===== config.mk =====
export PLATFORM = sky130hd
export DESIGN_NAME = pipe_stage_reg
export DESIGN_NICKNAME = d
export VERILOG_FILES = /design/src/rtl/pipe_pkg.sv /design/src/rtl/sat_counter.sv /design/src/rtl/pipe_stage_reg.sv
export SDC_FILE = /design/constraint.sdc
export NUM_CORES = 1
export LEC_CHECK = 0
export ABC_AREA = 1
export CORE_MARGIN = 5
export CORE_UTILIZATION = 30
export DETAILED_ROUTE_END_ITERATION = 6
export SLEW_MARGIN = 20
export SYNTH_ARGS = -nofsm -noshare
export SYNTH_HDL_FRONTEND = slang
export SYNTH_SLANG_ARGS = --single-unit
export TNS_END_PERCENT = 20

===== constraint.sdc =====
create_clock -name clk -period 1.3 [get_ports clk]
set_input_delay 0.325 -clock clk [delete_from_list [all_inputs] [get_ports clk]]
set_output_delay 0.325 -clock clk [all_outputs]
set_load 0.02 [all_outputs]

===== src/rtl/pipe_pkg.sv =====
// Shared constants for the MIPS inter-stage pipeline registers: NOP encoding,
// per-boundary bundle widths and the downstream stage names used by tracing.
package pipe_pkg;

    localparam logic [31:0] NOP_INSTR = 32'h0000_0000;

    // IF/ID carries pc+4; ID/EX carries rd1, rd2, signimm, rt, rd.
    localparam int IFID_CTRL_W  = 1;
    localparam int IFID_DATA_W  = 32;
    localparam int IFID_CNT_W   = 16;
    localparam int IDEX_CTRL_W  = 9;
    localparam int IDEX_DATA_W  = 106;
    localparam int IDEX_CNT_W   = 16;
    localparam int EXMEM_CTRL_W = 3;
    localparam int EXMEM_DATA_W = 69;
    localparam int EXMEM_CNT_W  = 16;
    localparam int MEMWB_CTRL_W = 2;
    localparam int MEMWB_DATA_W = 69;
    localparam int MEMWB_CNT_W  = 16;

    localparam string IFID_NAME  = "ID";
    localparam string IDEX_NAME  = "EX";
    localparam string EXMEM_NAME = "MEM";
    localparam string MEMWB_NAME = "WB";

endpackage


===== src/rtl/sat_counter.sv =====
// Saturating up-counter with synchronous active-high clear; sticks at all-ones.
module sat_counter #(
    parameter int W = 16
) (
    input  logic         clk,
    input  logic         reset,
    input  logic         inc,
    output logic [W-1:0] count
);

    logic [W-1:0] count_q, count_d;

    always_comb begin
        count_d = count_q;
        if (inc && (count_q != {W{1'b1}}))
            count_d = count_q + W'(1);
    end

    always_ff @(posedge clk) begin
        if (reset) count_q <= '0;
        else       count_q <= count_d;
    end

    assign count = count_q;

endmodule


===== src/rtl/pipe_stage_reg.sv =====
// One-deep pipeline register with hold (stall), bubble insert (flush), ctrl
// zeroing on bubbles and saturating stall/bubble counters. PIPE_TRACE_EN adds a sim trace.
module pipe_stage_reg
    import pipe_pkg::*;
#(
    parameter int    CTRL_W     = EXMEM_CTRL_W,
    parameter int    DATA_W     = EXMEM_DATA_W,
    parameter int    CNT_W      = EXMEM_CNT_W,
    parameter string STAGE_NAME = EXMEM_NAME
) (
    input  logic              clk,
    input  logic              reset,
    input  logic              stall,
    input  logic              flush,
    input  logic              valid_in,
    input  logic [CTRL_W-1:0] ctrl_in,
    input  logic [DATA_W-1:0] data_in,
    input  logic [31:0]       instr_in,
    output logic              valid_out,
    output logic [CTRL_W-1:0] ctrl_out,
    output logic [DATA_W-1:0] data_out,
    output logic [31:0]       instr_out,
    output logic [CNT_W-1:0]  stall_cnt,
    output logic [CNT_W-1:0]  bubble_cnt
);

    logic              valid_q, valid_d;
    logic [CTRL_W-1:0] ctrl_q,  ctrl_d;
    logic [DATA_W-1:0] data_q,  data_d;
    logic [31:0]       instr_q, instr_d;
    logic              stall_inc, bubble_inc;

    // Flush beats stall; data is left alone on a flush since only ctrl can do harm.
    always_comb begin
        valid_d = valid_q;
        ctrl_d  = ctrl_q;
        data_d  = data_q;
        instr_d = instr_q;
        if (flush) begin
            valid_d = 1'b0;
            ctrl_d  = '0;
            instr_d = NOP_INSTR;
        end else if (!stall) begin
            valid_d = valid_in;
            ctrl_d  = valid_in ? ctrl_in : '0;
            data_d  = data_in;
            instr_d = instr_in;
        end
    end

    assign stall_inc  = stall && !flush && valid_q;
    assign bubble_inc = flush || (!stall && !valid_in);

    always_ff @(posedge clk) begin
        if (reset) begin
            valid_q <= 1'b0;
            ctrl_q  <= '0;
            data_q  <= '0;
            instr_q <= NOP_INSTR;
        end else begin
            valid_q <= valid_d;
            ctrl_q  <= ctrl_d;
            data_q  <= data_d;
            instr_q <= instr_d;
        end
    end

    sat_counter #(.W(CNT_W)) u_stall_cnt (
        .clk   (clk),
        .reset (reset),
        .inc   (stall_inc),
        .count (stall_cnt)
    );

    sat_counter #(.W(CNT_W)) u_bubble_cnt (
        .clk   (clk),
        .reset (reset),
        .inc   (bubble_inc),
        .count (bubble_cnt)
    );

    assign valid_out = valid_q;
    assign ctrl_out  = ctrl_q;
    assign data_out  = data_q;
    assign instr_out = instr_q;

`ifdef PIPE_TRACE_EN
    always @(posedge clk) begin
        if (!reset && valid_d)
            $display("Instruction %h is in %s stage", instr_d, STAGE_NAME);
    end
`endif

endmodule

-- Word-level counts from Yosys, hierarchy flattened
Cells that the tools add are included.
- bits in latches: 0
- memories: 0
- memory bits (writable): 0
- bits in registers: 137
- ROM bits: 0
- muxes and demuxes: 1
- equal/unequal tests: 2
- $mul: 0
- reductions and logical operators: 11
- order comparisons: 0
- shift-type cells: 0
- bitwise gates (word level): 2
- add/subtract/negate cells: 2
- div/mod/pow operators: 0
- operator list (cell ; number):
    16-bit by 1-bit adder with 16-bit output (second input constant) ; 2
    16-bit inequality test (second input constant) ; 2
    1-bit logical AND ; 5
    1-bit zero test ; 3
    3-bit two-way mux ; 1
    1-bit inverter ; 2
    2-bit AND reduction ; 1
    2-bit OR reduction ; 1
    1-bit logical OR ; 1

-- Longest topological paths before layout
- depth in word-level cells: 4
- gate-level depth with buffers: 10
- depth with buffers taken out: 10

-- Cells and area by module
A second synthesis with hierarchy kept.
- cells, all modules: 895
- area, all modules: 5947.0 um^2
- modules (own cells, without submodules) (module ; cells an instance ; area an instance (um^2) ; instances ; seq. area each (um^2)):
    pipe_stage_reg ; 597 ; 4087.7 ; 1 ; 2102.0
    sat_counter ; 149 ; 929.6 ; 2 ; 320.3

-- Worst setup path after synthesis
OpenSTA, ideal clock, no wires.
- path type: register -> register
- from: register u_bubble_cnt.count_q[0] (netlist: u_bubble_cnt.count[0])
- to: register u_bubble_cnt.count_q[15] (netlist: u_bubble_cnt.count[15])
- clock period less this slack: 1.581 ns
- stages on the path, launching flop included: 10
- setup slack: -0.281 ns
- setup time: 0.115 ns
- path buffers: 1
- data arrival time: 1.466 ns
- cell sequence: dfxtp_1 > ha_1 > nand2_1 > nor2_1 > nand2_1 > nor2_2 > nand2_2 > buf_6 > a21oi_1 > nor2_1
- word-level cells in the longest chain between the ends: 2
- elaborated cells on any way between the ends: 3
- classes of those cells: 1 x add/sub; 1 x eq/ne; 1 x reduce/logical
- RTL lines (item ; line ; RTL):
    start, declared ; sat_counter.sv:11 ; logic [W-1:0] count_q, count_d;
    start signal, assigned ; sat_counter.sv:21 ; else count_q <= count_d;
    branches (longest 2 deep; another with 16-bit by 1-bit adder with 16-bit output) ; n/a ;
Parallel ways; which one is timed is not known.
A chain may end at the register's enable or synchronous reset.

-- Worst setup path after layout
- from: register u_bubble_cnt.count_q[1] (netlist: u_bubble_cnt.count[1])
- to: register u_bubble_cnt.count_q[3] (netlist: u_bubble_cnt.count[3])
Same word-level chain as after synthesis.

==> impl_metrics.ini <==
[logic_synthesis]
yosysWarnings = 0
synth_area_per_cell_sq_um = 7.06
synthFlopType = dfxtp_1
ys_ff_latch = 137
synth_edf_count = 0
yosysMostFrequentCell = nor2_1
ys_types = 26
synth_top_area_share_pct = 50.1
netlist_area_sq_mm = 0.00547
synthArstFlopShare_pct = 0
ys_top_cells_by_count = 224 x nor2_1, 155 x nand2_1, 137 x dfxtp_1, 73 x o21ai_0, 59 x a21oi_1
synth_top_area_cell = dfxtp_1
synth_cells = 775
synth_area_leaders = dfxtp_1 50%, nor2_1 15%, nand2_1 11%, o21ai_0 6.7%, a21oi_1 5.4%
ys_seq_area_share_pct = 50.1
syn-num-nets = 886

[power]
finalPower_mw = 10.7
p_per_area_mw_per_mm2 = 1150
leakagePower_nw = 4.15
ir_drop_uv = 886

[clocking]
root_buffer = clkbuf_16
ctsLongestPathBuffers = 2
cts.htree.levels = 4
clkLatencyLatePin_ps = 410
cts_tree = done
clk_pin_slew_worst_paths_ps = 70
cts_buffers = 17
clkSinkCount = 137
ctsHoldBuffers = 0

[drt]
drt-initial-drc-count = 274
via_per_inst = 4.53
route.vias.total = 6010
antenna_left = 0
dr.pass1.iters = 4
wl_per_cell_microns = 14.5
drc_errors = 0
drt_wl_total_microns = 19300

[flow_run]
drv_cap = 0

[sta]
tightest_slew_ps = 268
holdWs_ps = 461
tns_ps = -1910
skew_ps = 14.3
fmax_mhz = 699
fin_ws_ps = -130
hold_violations = 0
slew_headroom_pct = 82.1
slew_viol_final = 0
grt_setup_unrepaired = yes
period_share_pct = 110
finalCriticalPeriod_ps = 1430
finalSetupViolCount = 28

[layout]
nNetsFinal = 1197
drive_gt1_share_pct = 33.0
regArea_sq_mm = 0.00282
antenna_cells = 0
multi_input_area_sq_mm = 0.00278
n_fill_cell = 1737
syn2layout_area_growth_pct = 69.3
finish.utilization_pct = 51.6

[placed_design]
post-dp-hpwl_microns = 13900
io_buffer_count = 245
pre_cts_ws_ps = -477
gp_congestion = 0.824

[floorplanning]
dieWidth_microns = 145
io_pins = 246
die_area_sq_mm = 0.0210
initial_core_util_pct = 30.5
die_y_microns = 145
num_rows = 49
core_sq_mm = 0.0180

[critical_path]
slowest_delay_ps = 360
critPathRequiredTime_ps = 1650
criticalPathCategory = reg -> reg
worst_ep_arrival_time_ps = 1780
crit_slowest_cell = dfxtp_4
crit_buf_inv = 1
cp.depth = 10
reg2reg_depth = 10
crit_start = u_bubble_cnt.count[1]
rr_endpoint = u_bubble_cnt.count[3]
rrSetupSlack_ps = -130
end_kind = flop
crit_path_cell_trace = ha_4 > nand2_4 > nor2_4 > nand2_2 > nor2_4 > nand2_4 > clkbuf_16 > nand3_2 > nand2_1 > nor2_1
path_delay_family = simple AND/OR/NAND/NOR gates
startpoint_type = flop
r2r_start = u_bubble_cnt.count[1]
worstPathMaxFanout = 5
setup.worst_path.end = u_bubble_cnt.count[3]

[min_path]
min_path_type = reg -> reg
hold_depth = 2

[outcome]
status = finished with violations
violations = negative setup slack

[global_route]
grt_pass1_vias = 5653
grt.overflow.total = 0
grt_start_max_net_pins = 54
grt_usage_pct = 17.4
grt_pass1_wl_microns = 30100
antenna_found_initial = 0
==> what timing repair did <==
item | 4_1_cts | 5_1_grt
setup buffers | 1 | 3
pin swaps | 4 | 30
setup endpoints to repair | 166 | 152
gates cloned | 0 | 1
resized for setup | 540 | 138
==> registers in the layout, indices dropped and copies added (netlist names) <==
register,count
u_bubble_cnt.count,16
instr_out,32
valid_out,1
data_out,69
u_stall_cnt.count,16
ctrl_out,3
==> placed cells by master (no fill, tap or decap), types with 16 or more instances in the layout <==
cell               n
a21oi_1           46
buf_2             89
buf_4             86
clkbuf_16         18
clkbuf_2          18
clkdlybuf4s50_1  108
dfxtp_1          106
dfxtp_2           16
inv_1             26
nand2_1          141
nand3_1           18
nor2_1           203
nor2_2            16
o21ai_0           66
==> routing by layer <==
layer  vias to the layer above  GRT usage (%)  part of all wire (%)
met5                         -              0                     0
met2                       150           28.9                    49
li1                       3107              -                     -
met3                        16           6.27                   6.7
met4                         0           5.18                   1.3
met1                      2737           21.1                    43
==> worst min path at each step <==
stage	end	startpoint	slack [ps]
after floorplan	u_stall_cnt.count[0]	reset	380
after global placement	instr_out[31]	instr_out[31]	450
after detailed placement	instr_out[6]	instr_out[6]	460
after CTS	instr_out[19]	instr_in[19]	440
after global routing	instr_out[18]	instr_in[18]	460
final	instr_out[0]	instr_out[0]	460
==> per-stage QoR <==
step / area, sq um / instances
2_1_floorplan: 5560 / 775
3_3_place_gp: 8860 / 1291
3_5_place_dp: 8860 / 1291
4_1_cts: 9010 / 1323
5_1_grt: 9260 / 1327
6_report: 9260 / 1327
==> worst register-to-register path, cell delays in order (launching register included) <==
cell,delay (ps)
dfxtp_4,360
ha_4,140
nand2_4,50
nor2_4,120
nand2_2,70
nor2_4,150
nand2_4,110
clkbuf_16,180
nand3_2,50
nand2_1,50
nor2_1,100
==> logic make-up after synthesis <==
| kind of cell | share of synthesized area (%) |
|---|---|
| AND/OR/NAND/NOR | 31.5 |
| flip-flops | 50.1 |
| AO/OA/AOI/OAI | 12.3 |
| buffers and inverters | 5.33 |
| XOR/XNOR | 0.320 |
| adder cells (fa/ha/maj) | 0.457 |
==> report_power, final <==
group          switching [mW]  internal [mW]  total, mW
logic                   0.750          0.665       1.42
registers              0.0953           4.37       4.46
clock network            1.95           2.83       4.79
==> final cells by class <==
cell class | instances | area share (%)
clock inverter | 13 | 1.54
sequential | 137 | 30.4
multi-input combinational | 569 | 30.0
clock buffer | 18 | 4.63
tap | 229 | 3.09
inverter | 32 | 1.34
timing repair buffer | 329 | 29.0
Power figures use the tool's default switching activity.
==> RTL edit 1: new RTL, config.mk and constraints unchanged <==
Set the package constant `EXMEM_CNT_W` to 32 (it was 16).
--- a/src/rtl/pipe_pkg.sv
+++ b/src/rtl/pipe_pkg.sv
@@ -14,5 +14,5 @@
     localparam int EXMEM_CTRL_W = 3;
     localparam int EXMEM_DATA_W = 69;
-    localparam int EXMEM_CNT_W  = 16;
+    localparam int EXMEM_CNT_W  = 32;
     localparam int MEMWB_CTRL_W = 2;
     localparam int MEMWB_DATA_W = 69;
Interface: changed (resized bubble_cnt and stall_cnt); port bits go from 246 to 278. The function was not compared with the original's and may differ.
==> RTL edit 1 against the unedited design <==
The run still ends with setup timing left; worst setup slack got worse by 170 ps; clock power up 6.7%; critical path type unchanged; global-route usage increased by 1.5 points; wire length increased by 44%; power is 14% higher; largest cell class is now buffers; non-clock buffer count rose by 179; area after synthesis is 39% higher; clock skew down 4.0 ps; die area increased by 36%; sequential cell count increased by 32; design area increased by 47%; largest power group is now sequential cells.
==> RTL edit 1: results (changes against the unedited design) <==
| Metric | Value |
|---|---|
| Clock distribution power | 5.11 mW (+6.7%) |
| First-pass GRT wire length | 44030 um (+46%) |
| Worst Hold Slack | 442.5 ps (-18.44 ps) |
| DP Wirelength | 20040 um (+44%) |
| Final std cells w/o fill | 1945 (+47%) |
| Pwr top | sequential cells |
| GP Congestion | 0.8207 (-0.38%) |
| Post-Place Cells | 1880 (+46%) |
| Result of the run | complete, but fails checks |
| Part of the Yosys area used for sequential elements | 44.56% (-5.6 points) |
| Post-synthesis compound-gate area fraction | 11.27% (-1.1 points) |
| RR Endpoint | u_bubble_cnt.count[13] |
| Largest net degree at the start of global routing | 70 (+30%) |
| Comb power frac | 12.9% (-0.4 points) |
| Slack of the critical path | -302.1 ps (-172.0 ps) |
| Failing checks | setup timing |
| Worst Hold Path Cells | 5 (+3) |
| DR top layer | met5 |
| Min-delay src | flush |
| Initial drt markers | 406 (+48%) |
| Final setup vio count | 118 (+320%) |
| Clk_lat worst skew | 430 ps (+20 ps) |
| GR Util met3 | 6.889% (+0.62 points) |
| Post-synth net total | 1234 (+39%) |
| Slew @ Worst Pin | 463.7 ps (+195.9 ps) |
| Syn Area/Cell | 6.761 um^2 (-4.3%) |
| Worst clock skew | 10.30 ps (-4.010 ps) |
-- RTL edit 1: cell count changes after synthesis, sizes merged, moves of 2 or more --
cell and change:
nand2 +94, nor2 +83, inv +44, nand3 +34, dfxtp +32, a21oi +27
buf +12, o21ai +7, nor3 +6, nand3b +3, nand4 +3, clkinv +2
-- RTL edit 1: worst max path at each step --
| stage | to | start | slack, ps |
|---|---|---|---|
| 2_1_floorplan | u_bubble_cnt.count[26] | u_bubble_cnt.count[1] | -200 |
| 3_3_place_gp | u_stall_cnt.count[19] | stall | -800 |
| 3_5_place_dp | u_stall_cnt.count[19] | stall | -860 |
| 4_1_cts | u_bubble_cnt.count[22] | u_bubble_cnt.count[0] | -290 |
| 5_1_grt | u_stall_cnt.count[26] | u_stall_cnt.count[1] | -380 |
| 6_report | u_bubble_cnt.count[13] | u_bubble_cnt.count[0] | -300 |
-- RTL edit 1: worst min-delay path: stages --
cell and delay [ps]:
dlymetal6s2s_1 130, buf_6 140, nor2_4 70, nand3_1 90, a21oi_1 60
==> RTL edit 2: new RTL, config.mk and constraints unchanged <==
Without the edit above. Take the reset off `data_q` and load it in a clocked block of its own.
--- a/src/rtl/pipe_stage_reg.sv
+++ b/src/rtl/pipe_stage_reg.sv
@@ -56,12 +56,14 @@
             valid_q <= 1'b0;
             ctrl_q  <= '0;
-            data_q  <= '0;
             instr_q <= NOP_INSTR;
         end else begin
             valid_q <= valid_d;
             ctrl_q  <= ctrl_d;
-            data_q  <= data_d;
             instr_q <= instr_d;
         end
+    end
+
+    always_ff @(posedge clk) begin
+        data_q <= data_d;
     end
 
Behaviour: not the same (Yosys sat finds a counterexample within 4 cycles, from zero or initial values and one cycle with reset high).
==> RTL edit 2 against the unedited design <==
The run still ends with setup timing left; worst setup slack lost 4.5 ps; area after synthesis shrank 4.0%; die area shrank 3.7%; design area shrank 2.4%; global-route usage grew 0.075 points; power grew 6.6%; wire length shrank 3.3%; sequential power grew 7.4%; sequential cell count is the same; core utilization grew 0.88 points; maximum frequency shrank 0.31%; critical endpoint is now u_bubble_cnt.count[15]; largest cell class unchanged.
==> RTL edit 2: results (changes against the unedited design) <==
| Metric | Value |
|---|---|
| Final setup vio count | 34 (+21%) |
| Crit-path max FO | 6 (+1) |
| Multi-input combinational area share | 21.15% (-8.8 points) |
| Primary FF master, synth | edfxtp_1 |
| Max stage delay cell, worst path | dfxtp_2 |
| Area contributors post-synth | edfxtp_1, dfxtp_1, nand2_1 |
| Signal buffers | 317 (-3.6%) |
| Post-synth net total | 636 (-28%) |
| Slack of the critical path | -134.6 ps (-4.454 ps) |
| Worst setup startpoint | u_bubble_cnt.count[0] |
| First-pass GRT wire length | 27050 um (-10%) |
| Final std cells w/o fill | 1085 (-18%) |
| Result of the run | complete, but fails checks |
| Post-Place Cells | 1047 (-19%) |
| Nonclk inv count | 21 (-34%) |
| Leak | 3.695 nW (-11%) |
| Failing checks | setup timing |
| Switching Share | 23.02% (-3.2 points) |
| Clk cell area share | 7.364% (+1.2 points) |
| Post-synth EDFFs | 69 (+69) |
| Unique masters post-synth | 28 (+7.7%) |
| Layout cell share with drive strength beyond 1 | 39.07% (+6.1 points) |
| Area growth syn-to-layout | 71.96% |
| Slew @ Worst Pin | 358.7 ps (+90.88 ps) |
| Area of the multi-input gates | 0.001912 mm^2 (-31%) |
RTL edit 2: changes by cell type in the layout (fill, tap and decap cells not counted), moves of 7 or more:
cell / unedited run / this run
buf_6: 13 / 31
o21ai_0: 66 / 5
buf_12: 11 / 4
dfxtp_1: 106 / 38
inv_1: 26 / 18
edfxtp_1: 0 / 69
o21ai_1: 8 / 0
clkbuf_2: 18 / 0
nor2_1: 203 / 58
RTL edit 2: path summary, 6_finish.rpt:
check / cells after the start / endpoint
worst max-delay path: 8 / u_bubble_cnt.count[15]
worst min-delay path: 2 / instr_out[3]
worst max register to register: 8 / u_bubble_cnt.count[15]
worst min register to register: 2 / instr_out[3]
RTL edit 2: kinds of logic (layout without fill, tap and decap cells):
logic type	Yosys count	count (layout)	share of synthesized area [%]
xor+xnor	6	6	0.9998
fa+ha+maj	2	2	0.4760
flops	137	137	65.32
compound gates	64	64	6.522
simple gates	280	281	23.57
buf+inv	36	370	3.118
RTL edit 2: repair_timing:
item,CTS,global route
cloned,0,1
gates resized for setup,654,64
setup buffers,4,3
setup endpoints to repair,237,107
pin swaps,21,19
RTL edit 2: power groups by stage:
stage                     Sequential [mW]  Combinational, mW  Clock, mW
after floorplan                      5.15              0.194          0
after global placement               4.89               1.26          0
after detailed placement             4.90               1.27          0
after CTS                            4.81               1.15       5.55
after global routing                 4.81               1.22       5.72
final                                4.79               1.15       5.42
RTL edit 2: per-layer routing:
layer / up-vias / GRT usage [%] / share of wire (%)
met5: - / 0 / 0
met4: 0 / 7.654 / 3.1
met3: 35 / 5.948 / 8.9
met2: 201 / 30.21 / 50
met1: 2279 / 19.45 / 38
li1: 2400 / - / -
RTL edit 2: tightest hold or removal path, stage by stage, from the launching register on:
cell,delay [ps]
dfxtp_1,300
nand2_1,50
a21oi_1,60
